==> config.mk <==
export PLATFORM = sky130hd
export DESIGN_NAME = ps2_kbd_rx
export DESIGN_NICKNAME = d
export VERILOG_FILES = /design/src/rtl/ps2_kbd_rx.sv
export SDC_FILE = /design/constraint.sdc
export NUM_CORES = 1
export LEC_CHECK = 0
export ABC_AREA = 1
export CAP_MARGIN = 20
export CORE_UTILIZATION = 45
export DETAILED_ROUTE_END_ITERATION = 8
export GPL_ROUTABILITY_DRIVEN = 0
export PLACE_DENSITY = 0.62
export RECOVER_POWER = 100
export SYNTH_ARGS = -nofsm -noshare
export SYNTH_HDL_FRONTEND = slang
export SYNTH_SLANG_ARGS = --single-unit
==> constraint.sdc <==
create_clock -name clk -period 2.3 [get_ports clk]
set_input_delay 0.46 -clock clk [delete_from_list [all_inputs] [get_ports clk]]
set_output_delay 0.46 -clock clk [all_outputs]
set_load 0.005 [all_outputs]
==> src/rtl/ps2_kbd_rx.sv <==
// PS/2 keyboard receiver: synchronises the raw lines, deframes 11-bit frames,
// strips E0/F0 prefixes and holds the make code of the currently pressed key.
module ps2_kbd_rx #(
   parameter int unsigned SYNC_STAGES = 2,
   parameter int unsigned TIMEOUT_CYC = 65000
) (
   input  logic       clk,
   input  logic       rst_n,
   input  logic       ps2_clk,
   input  logic       ps2_data,
   output logic [7:0] data,
   output logic [7:0] code,
   output logic       code_valid,
   output logic       ext,
   output logic       brk,
   output logic       frame_err
);

   localparam int unsigned TO_W  = $clog2(TIMEOUT_CYC + 1);
   localparam int unsigned CNT_W = 4;
   localparam logic [7:0]  EXT_CODE = 8'hE0;
   localparam logic [7:0]  BRK_CODE = 8'hF0;
   localparam logic [TO_W-1:0] TO_LAST = TO_W'(TIMEOUT_CYC - 1);

   typedef enum logic [1:0] {S_IDLE, S_RECV, S_CHECK} state_t;

   state_t                 r_state;
   state_t                 w_state_nxt;
   logic [SYNC_STAGES-1:0] r_clk_sync;
   logic [SYNC_STAGES-1:0] r_dat_sync;
   logic                   r_clk_prev;
   logic [CNT_W-1:0]       r_bit_cnt;
   logic [7:0]             r_shift;
   logic                   r_parity;
   logic                   r_stop;
   logic [TO_W-1:0]        r_to_cnt;
   logic                   r_ext_pend;
   logic                   r_brk_pend;
   logic [7:0]             r_data;
   logic [7:0]             r_code;
   logic                   r_code_valid;
   logic                   r_ext;
   logic                   r_brk;
   logic                   r_frame_err;

   logic w_clk_s;
   logic w_data_s;
   logic w_fall;
   logic w_last_bit;
   logic w_timeout;
   logic w_good;

   // Synchronisers idle high, matching the released open-collector lines
   always_ff @(posedge clk or negedge rst_n) begin
      if (!rst_n) begin
         r_clk_sync <= '1;
         r_dat_sync <= '1;
         r_clk_prev <= 1'b1;
      end else begin
         r_clk_sync <= {r_clk_sync[SYNC_STAGES-2:0], ps2_clk};
         r_dat_sync <= {r_dat_sync[SYNC_STAGES-2:0], ps2_data};
         r_clk_prev <= w_clk_s;
      end
   end

   assign w_clk_s    = r_clk_sync[SYNC_STAGES-1];
   assign w_data_s   = r_dat_sync[SYNC_STAGES-1];
   assign w_fall     = r_clk_prev & ~w_clk_s;
   assign w_last_bit = w_fall & (r_bit_cnt == CNT_W'(9));
   // A fall in the expiry cycle takes priority over the timeout
   assign w_timeout  = (r_state == S_RECV) & ~w_fall & (r_to_cnt == TO_LAST);
   assign w_good     = (^{r_shift, r_parity}) & r_stop;

   always_ff @(posedge clk or negedge rst_n) begin
      if (!rst_n) r_state <= S_IDLE;
      else        r_state <= w_state_nxt;
   end

   always_comb begin
      w_state_nxt = r_state;
      case (r_state)
         S_IDLE:  if (w_fall && !w_data_s) w_state_nxt = S_RECV;
         S_RECV: begin
            if (w_last_bit)     w_state_nxt = S_CHECK;
            else if (w_timeout) w_state_nxt = S_IDLE;
         end
         S_CHECK: w_state_nxt = S_IDLE;
         default: w_state_nxt = S_IDLE;
      endcase
   end

   // Frame datapath, prefix tracking and registered outputs
   always_ff @(posedge clk or negedge rst_n) begin
      if (!rst_n) begin
         r_bit_cnt    <= '0;
         r_shift      <= '0;
         r_parity     <= 1'b0;
         r_stop       <= 1'b0;
         r_to_cnt     <= '0;
         r_ext_pend   <= 1'b0;
         r_brk_pend   <= 1'b0;
         r_data       <= '0;
         r_code       <= '0;
         r_code_valid <= 1'b0;
         r_ext        <= 1'b0;
         r_brk        <= 1'b0;
         r_frame_err  <= 1'b0;
      end else begin
         r_code_valid <= 1'b0;
         r_frame_err  <= 1'b0;
         case (r_state)
            S_IDLE: begin
               if (w_fall && !w_data_s) begin
                  r_bit_cnt <= '0;
                  r_to_cnt  <= '0;
               end
            end
            S_RECV: begin
               if (w_fall) begin
                  r_to_cnt  <= '0;
                  r_bit_cnt <= r_bit_cnt + CNT_W'(1);
                  if (r_bit_cnt < CNT_W'(8))       r_shift  <= {w_data_s, r_shift[7:1]};
                  else if (r_bit_cnt == CNT_W'(8)) r_parity <= w_data_s;
                  else                             r_stop   <= w_data_s;
               end else if (w_timeout) begin
                  r_frame_err <= 1'b1;
                  r_ext_pend  <= 1'b0;
                  r_brk_pend  <= 1'b0;
               end else begin
                  r_to_cnt <= r_to_cnt + TO_W'(1);
               end
            end
            S_CHECK: begin
               if (!w_good) begin
                  r_frame_err <= 1'b1;
                  r_ext_pend  <= 1'b0;
                  r_brk_pend  <= 1'b0;
               end else if (r_shift == EXT_CODE) begin
                  r_ext_pend <= 1'b1;
               end else if (r_shift == BRK_CODE) begin
                  r_brk_pend <= 1'b1;
               end else begin
                  r_code       <= r_shift;
                  r_ext        <= r_ext_pend;
                  r_brk        <= r_brk_pend;
                  r_code_valid <= 1'b1;
                  r_ext_pend   <= 1'b0;
                  r_brk_pend   <= 1'b0;
                  // Only releasing the held key clears it
                  if (!r_brk_pend)             r_data <= r_shift;
                  else if (r_shift == r_data)  r_data <= 8'h00;
               end
            end
            default: ;
         endcase
      end
   end

   assign data       = r_data;
   assign code       = r_code;
   assign code_valid = r_code_valid;
   assign ext        = r_ext;
   assign brk        = r_brk;
   assign frame_err  = r_frame_err;

endmodule

==> results_dict.tcl, run 1 <==
set metrics [dict create \
    htree_levels 3 \
    p_seq_frac 0.410 \
    final_nets 428 \
    rr_endpoint "r_to_cnt[5]$_DFFE_PN0P_" \
    slowest_delay_ps 520 \
    static-leakage-power_uw 0.00173 \
    data_required_time_at_the_worst_endpoint_ps 2570 \
    worst-r2r-cell-count 10 \
    dp.final_hpwl_um 4990 \
    post_dp_cell_area_um2 3420 \
    skew_pair_late_insertion_delay_ps 340 \
    path_common_cell "sky130_fd_sc_hd__nand2_1" \
    antennaDiodeCount 0 \
    tritoncts "built" \
    dpl.cell_count 483 \
    cap_viol_max_count 0 \
    vdd_drop_max_v 0.000429 \
    post_cts.repair.setup_buffers 0 \
    vias_per_cell 5.16 \
    synth.cell_area_um2 3080 \
    status "finished, violations left" \
    internal_portion_of_total_power_uw 2010 \
    port_buffers 23 \
    worst_setup_path_start_kind "flip-flop" \
    async_reset_ff_frac 1.00 \
    synth_area_per_cell_um2 8.03 \
    postLayoutSetupSlackWorst_ps 259 \
    core.rowCount 29 \
    drt_first_pass_iters 6 \
    fin_clk_skew_ps 6.55 \
    cts_made_buffers 9 \
    path_class "reg -> reg" \
    critical_path_buf_inv_count 1 \
    maxSlewHeadroom 0.253 \
    tightestPinTransition_ps 1120 \
    rsz0062_at_grt "no" \
    hold_buffers 0 \
    timing.critical_path.to_type "flip-flop" \
    power.share.combinational 0.306 \
    r2r_slack_ps 260 \
    r2r_start "r_clk_prev$_DFF_PN1_" \
    period_minus_slack_ps 2040 \
    layout-area-overhead-vs-synth_pct 16.2 \
    yosysSeqAreaShare 0.481 \
    cp_top_family "simple AND/OR/NAND/NOR gates" \
    power.share.switching 0.373 \
    final_antenna_net_count 0 \
    syn_inst 384 \
    crit_path_cell_trace "nand2_1 -> o21ai_2 -> nand2_1 -> nand2_1 -> nand2_1 -> inv_2 -> nand2_1 -> o21ai_0 -> nand2_1 -> nor2_1" \
    synth_warnings 0 \
    initial_utilization 0.475 \
    number_of_antenna_violations_at_the_first_check_in_global_routing 0 \
    final_cell_mix "sky130_fd_sc_hd__nand2_1, sky130_fd_sc_hd__dfrtp_1, sky130_fd_sc_hd__inv_1" \
    netSwitchingPower_uw 1200 \
    grt_pass1_vias 2416 \
    maxClockFrequency_mhz 490 \
    cts-resized-gates 0 \
    drt-initial-drc-count 145 \
    floorplan.die_area_um2 7190 \
    drc_errors 2 \
    clock_tree.buffer_depth 2 \
    dieWidth_um 84.8 \
    core_area_um2 6490 \
    wire_length_of_the_first_global_routing_pass_um 11400 \
    synthFlopType "sky130_fd_sc_hd__dfrtp_1" \
    number_of_stages_on_the_worst_setup_path 10 \
    violated_checks "DRC" \
    die-height_um 84.8 \
    max_slew_violation_count 0 \
    p_clk_frac 0.285 \
    total_wire_length_um 6720 \
    cts_num_sinks 59 \
    preCtsSetupSlack_ps 341 \
    power-per-cell-area_nw_per_um2 895 \
    post_drt_wl_per_cell_um 13.5 \
    synth_nets 395 \
    worst-endpoint-arrival_ps 2310 \
    final-setup-viol-count 0 \
    critical_path.slowest_cell "sky130_fd_sc_hd__dfstp_2" \
    clkSlewWorstSetupHoldPaths_ps 70 \
    ios 24 \
    layout_commonest_cell "sky130_fd_sc_hd__nand2_1" \
    finish.cell_count_without_fillers 498 \
    layout.cell_area.non_filler_um2 3580 \
    post-route-period-util 0.887 \
    clock_tree.root_cell "sky130_fd_sc_hd__clkbuf_8" \
    hold_path.class "in -> async" \
    post_synth_edffs 0 \
    fraction_of_layout_instances_using_a_drive_strength_above_1 0.107 \
    postSynthRegisterBits 59 \
    gr-usage-all-layers 0.205 \
    worst-path-max-fanout 13 \
    hold_violations 0 \
    globalRoute.totalOverflow 0 \
    dr_total_vias 2572 \
    fillers 615 \
    grt_max_degree 41 \
    fin_tns_setup_ps 0 \
    post_synth_num_cell_types 33 \
]
power by group through the flow:
stage	logic (uW)	clock network, uW	registers [uW]
6_report	980	914	1310
5_1_grt	1140	985	1330
4_1_cts	1010	937	1310
3_5_place_dp	1010	0	1330
3_3_place_gp	985	0	1330
2_1_floorplan	792	0	1270
metrics by stage:
stage / util / hold WS (ps) / total power, uW
floorplan: - / 164 / 2070
global placement: 0.527 / 348 / 2310
detailed placement: 0.527 / 347 / 2340
CTS: 0.556 / 77.5 / 3260
global route: 0.552 / 365 / 3460
finish: 0.552 / 316 / 3210
Yosys cell counts (7+ instances only):
master                      n  share of area
sky130_fd_sc_hd__a21oi_1   12          0.019
sky130_fd_sc_hd__nand2_1  106           0.13
sky130_fd_sc_hd__o21ai_1   13          0.021
sky130_fd_sc_hd__nor2_1    26          0.032
sky130_fd_sc_hd__nand4_1   19          0.039
sky130_fd_sc_hd__dfrtp_1   54           0.44
sky130_fd_sc_hd__nor3_1     8          0.013
sky130_fd_sc_hd__ha_1       7          0.028
sky130_fd_sc_hd__o21ai_0   21          0.034
sky130_fd_sc_hd__inv_1     34          0.041
sky130_fd_sc_hd__nand3_1   29          0.047
per-layer routing:
| metal | GRT usage | vias up | share of wire |
|---|---|---|---|
| li1 | - | 1325 | - |
| met1 | 0.279 | 1169 | 0.49 |
| met2 | 0.313 | 65 | 0.44 |
| met3 | 0.0413 | 13 | 0.040 |
| met4 | 0.0986 | 0 | 0.029 |
| met5 | 0 | - | 0 |
logic make-up (layout without fill, tap and decap cells):
group	Yosys count	in the layout	share of synthesized area
buf+inv	51	88	0.0702
mux	1	1	0.00365
xor+xnor	10	10	0.0284
flops	59	59	0.481
compound gates	51	51	0.0877
simple gates	205	205	0.301
fa+ha+maj	7	7	0.0284
worst max-delay path by stage:
stage / end / slack, ps / start
2_1_floorplan: r_to_cnt[14]$_DFFE_PN0P_ / 630 / r_clk_sync[1]$_DFF_PN1_
3_3_place_gp: code[1]$_DFFE_PN0P_ / 370 / r_shift[3]$_DFFE_PN0P_
3_5_place_dp: code[7]$_DFFE_PN0P_ / 340 / r_shift[3]$_DFFE_PN0P_
4_1_cts: code[7]$_DFFE_PN0P_ / 320 / r_shift[3]$_DFFE_PN0P_
5_1_grt: code[0]$_DFFE_PN0P_ / 60 / r_shift[2]$_DFFE_PN0P_
6_report: r_to_cnt[5]$_DFFE_PN0P_ / 260 / r_clk_prev$_DFF_PN1_
sequential cells by signal (all words and copies together), names as in the netlist:
name        count
r_clk_sync      2
r_brk_pend      1
r_state         2
r_parity        1
data            8
frame_err       1
ext             1
r_stop          1
r_bit_cnt       4
code_valid      1
r_shift         8
r_dat_sync      2
r_to_cnt       16
r_clk_prev      1
brk             1
r_ext_pend      1
code            8
layout make-up:
cell class	instances	area [um2]	share of cell area
Clock buffer	12	145	0.0405
Clock inverter	3	40.0	0.0112
Inverter	41	155	0.0433
Multi-Input combinational cell	274	1370	0.383
Sequential cell	59	1480	0.414
Tap cell	77	96.3	0.0269
Timing Repair Buffer	32	293	0.0817
Power figures use the tool's default switching activity.
==> inputs of run 2 (changes only) <==
RECOVER_POWER = default   (was 100)
==> run 2 against run 1 <==
Against the previous run: the run still ends with DRC left; combinational power about the same; wire length down 0.42%; clock power down 0.7%; flip-flop and latch count unchanged; global-route usage unchanged; worst hold slack worse by 240 ps; worst setup slack better by 61 ps; via count down 0.39%; critical path type unchanged; largest cell class unchanged.
==> results_dict.tcl, run 2 (same netlist as run 1, synthesis figures left out) <==
set metrics [dict create \
    status "finished, violations left" \
    violated_checks "DRC" \
    clkSlewWorstSetupHoldPaths_ps 70 \
    tightestPinTransition_ps 506 \
    hold_buffers 0 \
    globalRoute.totalOverflow 0 \
    layout.cell_area.non_filler_um2 3610 \
    port_buffers 23 \
    drt-initial-drc-count 137 \
    cts_num_sinks 59 \
    drt_first_pass_iters 7 \
    initial_utilization 0.475 \
    crit_path_cell_trace "inv_2 -> nand2_4 -> nand2_1 -> nand2_1 -> nand3_1 -> nand2_1 -> nand2_1 -> nand3_2 -> nor2_4 -> nand2_2 -> nand2_1 -> o21ai_1" \
    gr-usage-all-layers 0.205 \
    max_flop_register "r_to_cnt" \
    cap_viol_max_count 0 \
    p_clk_frac 0.281 \
    skew_pair_late_insertion_delay_ps 330 \
    post_cts.repair.setup_buffers 0 \
    final_nets 428 \
    cts_made_buffers 9 \
    post_drt_wl_per_cell_um 13.4 \
    ios 24 \
    cts-resized-gates 0 \
    p_seq_frac 0.407 \
    maxClockFrequency_mhz 505 \
    worst-endpoint-arrival_ps 2190 \
    antennaDiodeCount 0 \
    period_minus_slack_ps 1980 \
    vdd_drop_max_v 0.000430 \
    drc_errors 2 \
    layout-area-overhead-vs-synth_pct 17.0 \
    post_dp_cell_area_um2 3420 \
    htree_levels 3 \
    fin_tns_setup_ps 0 \
    layout_commonest_cell "sky130_fd_sc_hd__nand2_1" \
    grt_max_degree 41 \
    maxSlewHeadroom 0.660 \
    timing.critical_path.to_type "flip-flop" \
    dieWidth_um 84.8 \
    dr_total_vias 2562 \
    post-route-period-util 0.861 \
    data_required_time_at_the_worst_endpoint_ps 2510 \
    slowest_delay_ps 410 \
    worst-path-max-fanout 20 \
    die-height_um 84.8 \
    hold_violations 0 \
    grt_pass1_vias 2416 \
    rsz0062_at_grt "no" \
    power.share.combinational 0.312 \
    netSwitchingPower_uw 1210 \
    internal_portion_of_total_power_uw 2030 \
    fraction_of_layout_instances_using_a_drive_strength_above_1 0.124 \
    final_cell_mix "sky130_fd_sc_hd__nand2_1, sky130_fd_sc_hd__dfrtp_1, sky130_fd_sc_hd__inv_1" \
    final-setup-viol-count 0 \
    critical_path_buf_inv_count 1 \
    final_antenna_net_count 0 \
    path_class "reg -> reg" \
    dp.final_hpwl_um 4990 \
    clock_tree.root_cell "sky130_fd_sc_hd__clkbuf_8" \
    max_slew_violation_count 0 \
    clock_tree.buffer_depth 2 \
    vias_per_cell 5.14 \
    cp_top_family "simple AND/OR/NAND/NOR gates" \
    tritoncts "built" \
    largest_reg_flops 16 \
    wire_length_of_the_first_global_routing_pass_um 11400 \
    total_wire_length_um 6690 \
    fin_clk_skew_ps 7.15 \
    path_common_cell "sky130_fd_sc_hd__nand2_1" \
    worst_setup_path_start_kind "flip-flop" \
    number_of_antenna_violations_at_the_first_check_in_global_routing 0 \
    core_area_um2 6490 \
    core.rowCount 29 \
    floorplan.die_area_um2 7190 \
    critical_path.slowest_cell "sky130_fd_sc_hd__dfrtp_1" \
    power.share.switching 0.373 \
    r2r_slack_ps 320 \
    hold_path.class "in -> async" \
    power-per-cell-area_nw_per_um2 895 \
    static-leakage-power_uw 0.00167 \
]
-- run 2: cell types whose count changed in the layout (fill, tap and decap cells not counted) --
cell                              previous run  this run
sky130_fd_sc_hd__clkbuf_1                    6         2
sky130_fd_sc_hd__o21ai_1                     3        13
sky130_fd_sc_hd__nand3_2                     1         3
sky130_fd_sc_hd__clkdlybuf4s50_1             0        22
sky130_fd_sc_hd__nand2_1                   107       106
sky130_fd_sc_hd__nand3_1                    31        29
sky130_fd_sc_hd__nand2_2                     2         3
sky130_fd_sc_hd__dlygate4sd3_1              22         0
sky130_fd_sc_hd__buf_2                       0         1
sky130_fd_sc_hd__buf_4                       5         8
sky130_fd_sc_hd__o21ai_0                    31        21
-- run 2: cell type report --
cell class	count	area, um2
clock buffer	12	145
clock inverter	3	40.0
fill	606	2890
inverter	41	155
multi-input combinational	274	1380
sequential	59	1480
tap	77	96.3
timing repair buffer	32	305
-- run 2: worst reg2reg max path, cell delays in order (launching register included) --
cell and delay [ps]:
sky130_fd_sc_hd__dfrtp_1 410, sky130_fd_sc_hd__inv_2 150, sky130_fd_sc_hd__nand2_4 80, sky130_fd_sc_hd__nand2_1 60, sky130_fd_sc_hd__nand2_1 60, sky130_fd_sc_hd__nand3_1 130, sky130_fd_sc_hd__nand2_1 70, sky130_fd_sc_hd__nand2_1 70
sky130_fd_sc_hd__nand3_2 100, sky130_fd_sc_hd__nor2_4 230, sky130_fd_sc_hd__nand2_2 280, sky130_fd_sc_hd__nand2_1 150, sky130_fd_sc_hd__o21ai_1 80
-- run 2: metal layers --
layer  GRT usage  share of wire  vias up
met3      0.0413          0.049        6
met2       0.313           0.45       83
met5           0              0        -
met1       0.279           0.49     1151
met4      0.0986          0.017        0
li1            -              -     1322
-- run 2: per-stage QoR --
stage / hold WS (ps) / utilization / total power (uW) / worst slack [ps] / cells
after floorplan: 164 / - / 2070 / 631 / 384
after global placement: 348 / 0.527 / 2310 / 375 / 483
after detailed placement: 347 / 0.527 / 2340 / 341 / 483
after CTS: 77.5 / 0.556 / 3260 / 318 / 498
after global routing: 103 / 0.556 / 3490 / 91.1 / 498
final: 78.7 / 0.556 / 3230 / 320 / 498
-- run 2: path summary, 6_finish.rpt --
kind,endpoint,start,cells past startpoint
max,code[1]$_DFFE_PN0P_,r_shift[2]$_DFFE_PN0P_,12
min,r_to_cnt[13]$_DFFE_PN0P_,rst_n,1
max reg2reg,code[1]$_DFFE_PN0P_,r_shift[2]$_DFFE_PN0P_,12
min reg2reg,r_dat_sync[1]$_DFF_PN1_,r_dat_sync[0]$_DFF_PN1_,0
max in group asynchronous,r_dat_sync[0]$_DFF_PN1_,rst_n,2
min in group clk,r_dat_sync[1]$_DFF_PN1_,r_dat_sync[0]$_DFF_PN1_,0
-- run 2: power groups by stage --
stage,Clock [uW],Sequential [uW],Combinational [uW]
5_1_grt,985,1330,1170
3_5_place_dp,0,1330,1010
2_1_floorplan,0,1270,792
4_1_cts,937,1310,1010
3_3_place_gp,0,1330,985
6_report,908,1320,1010
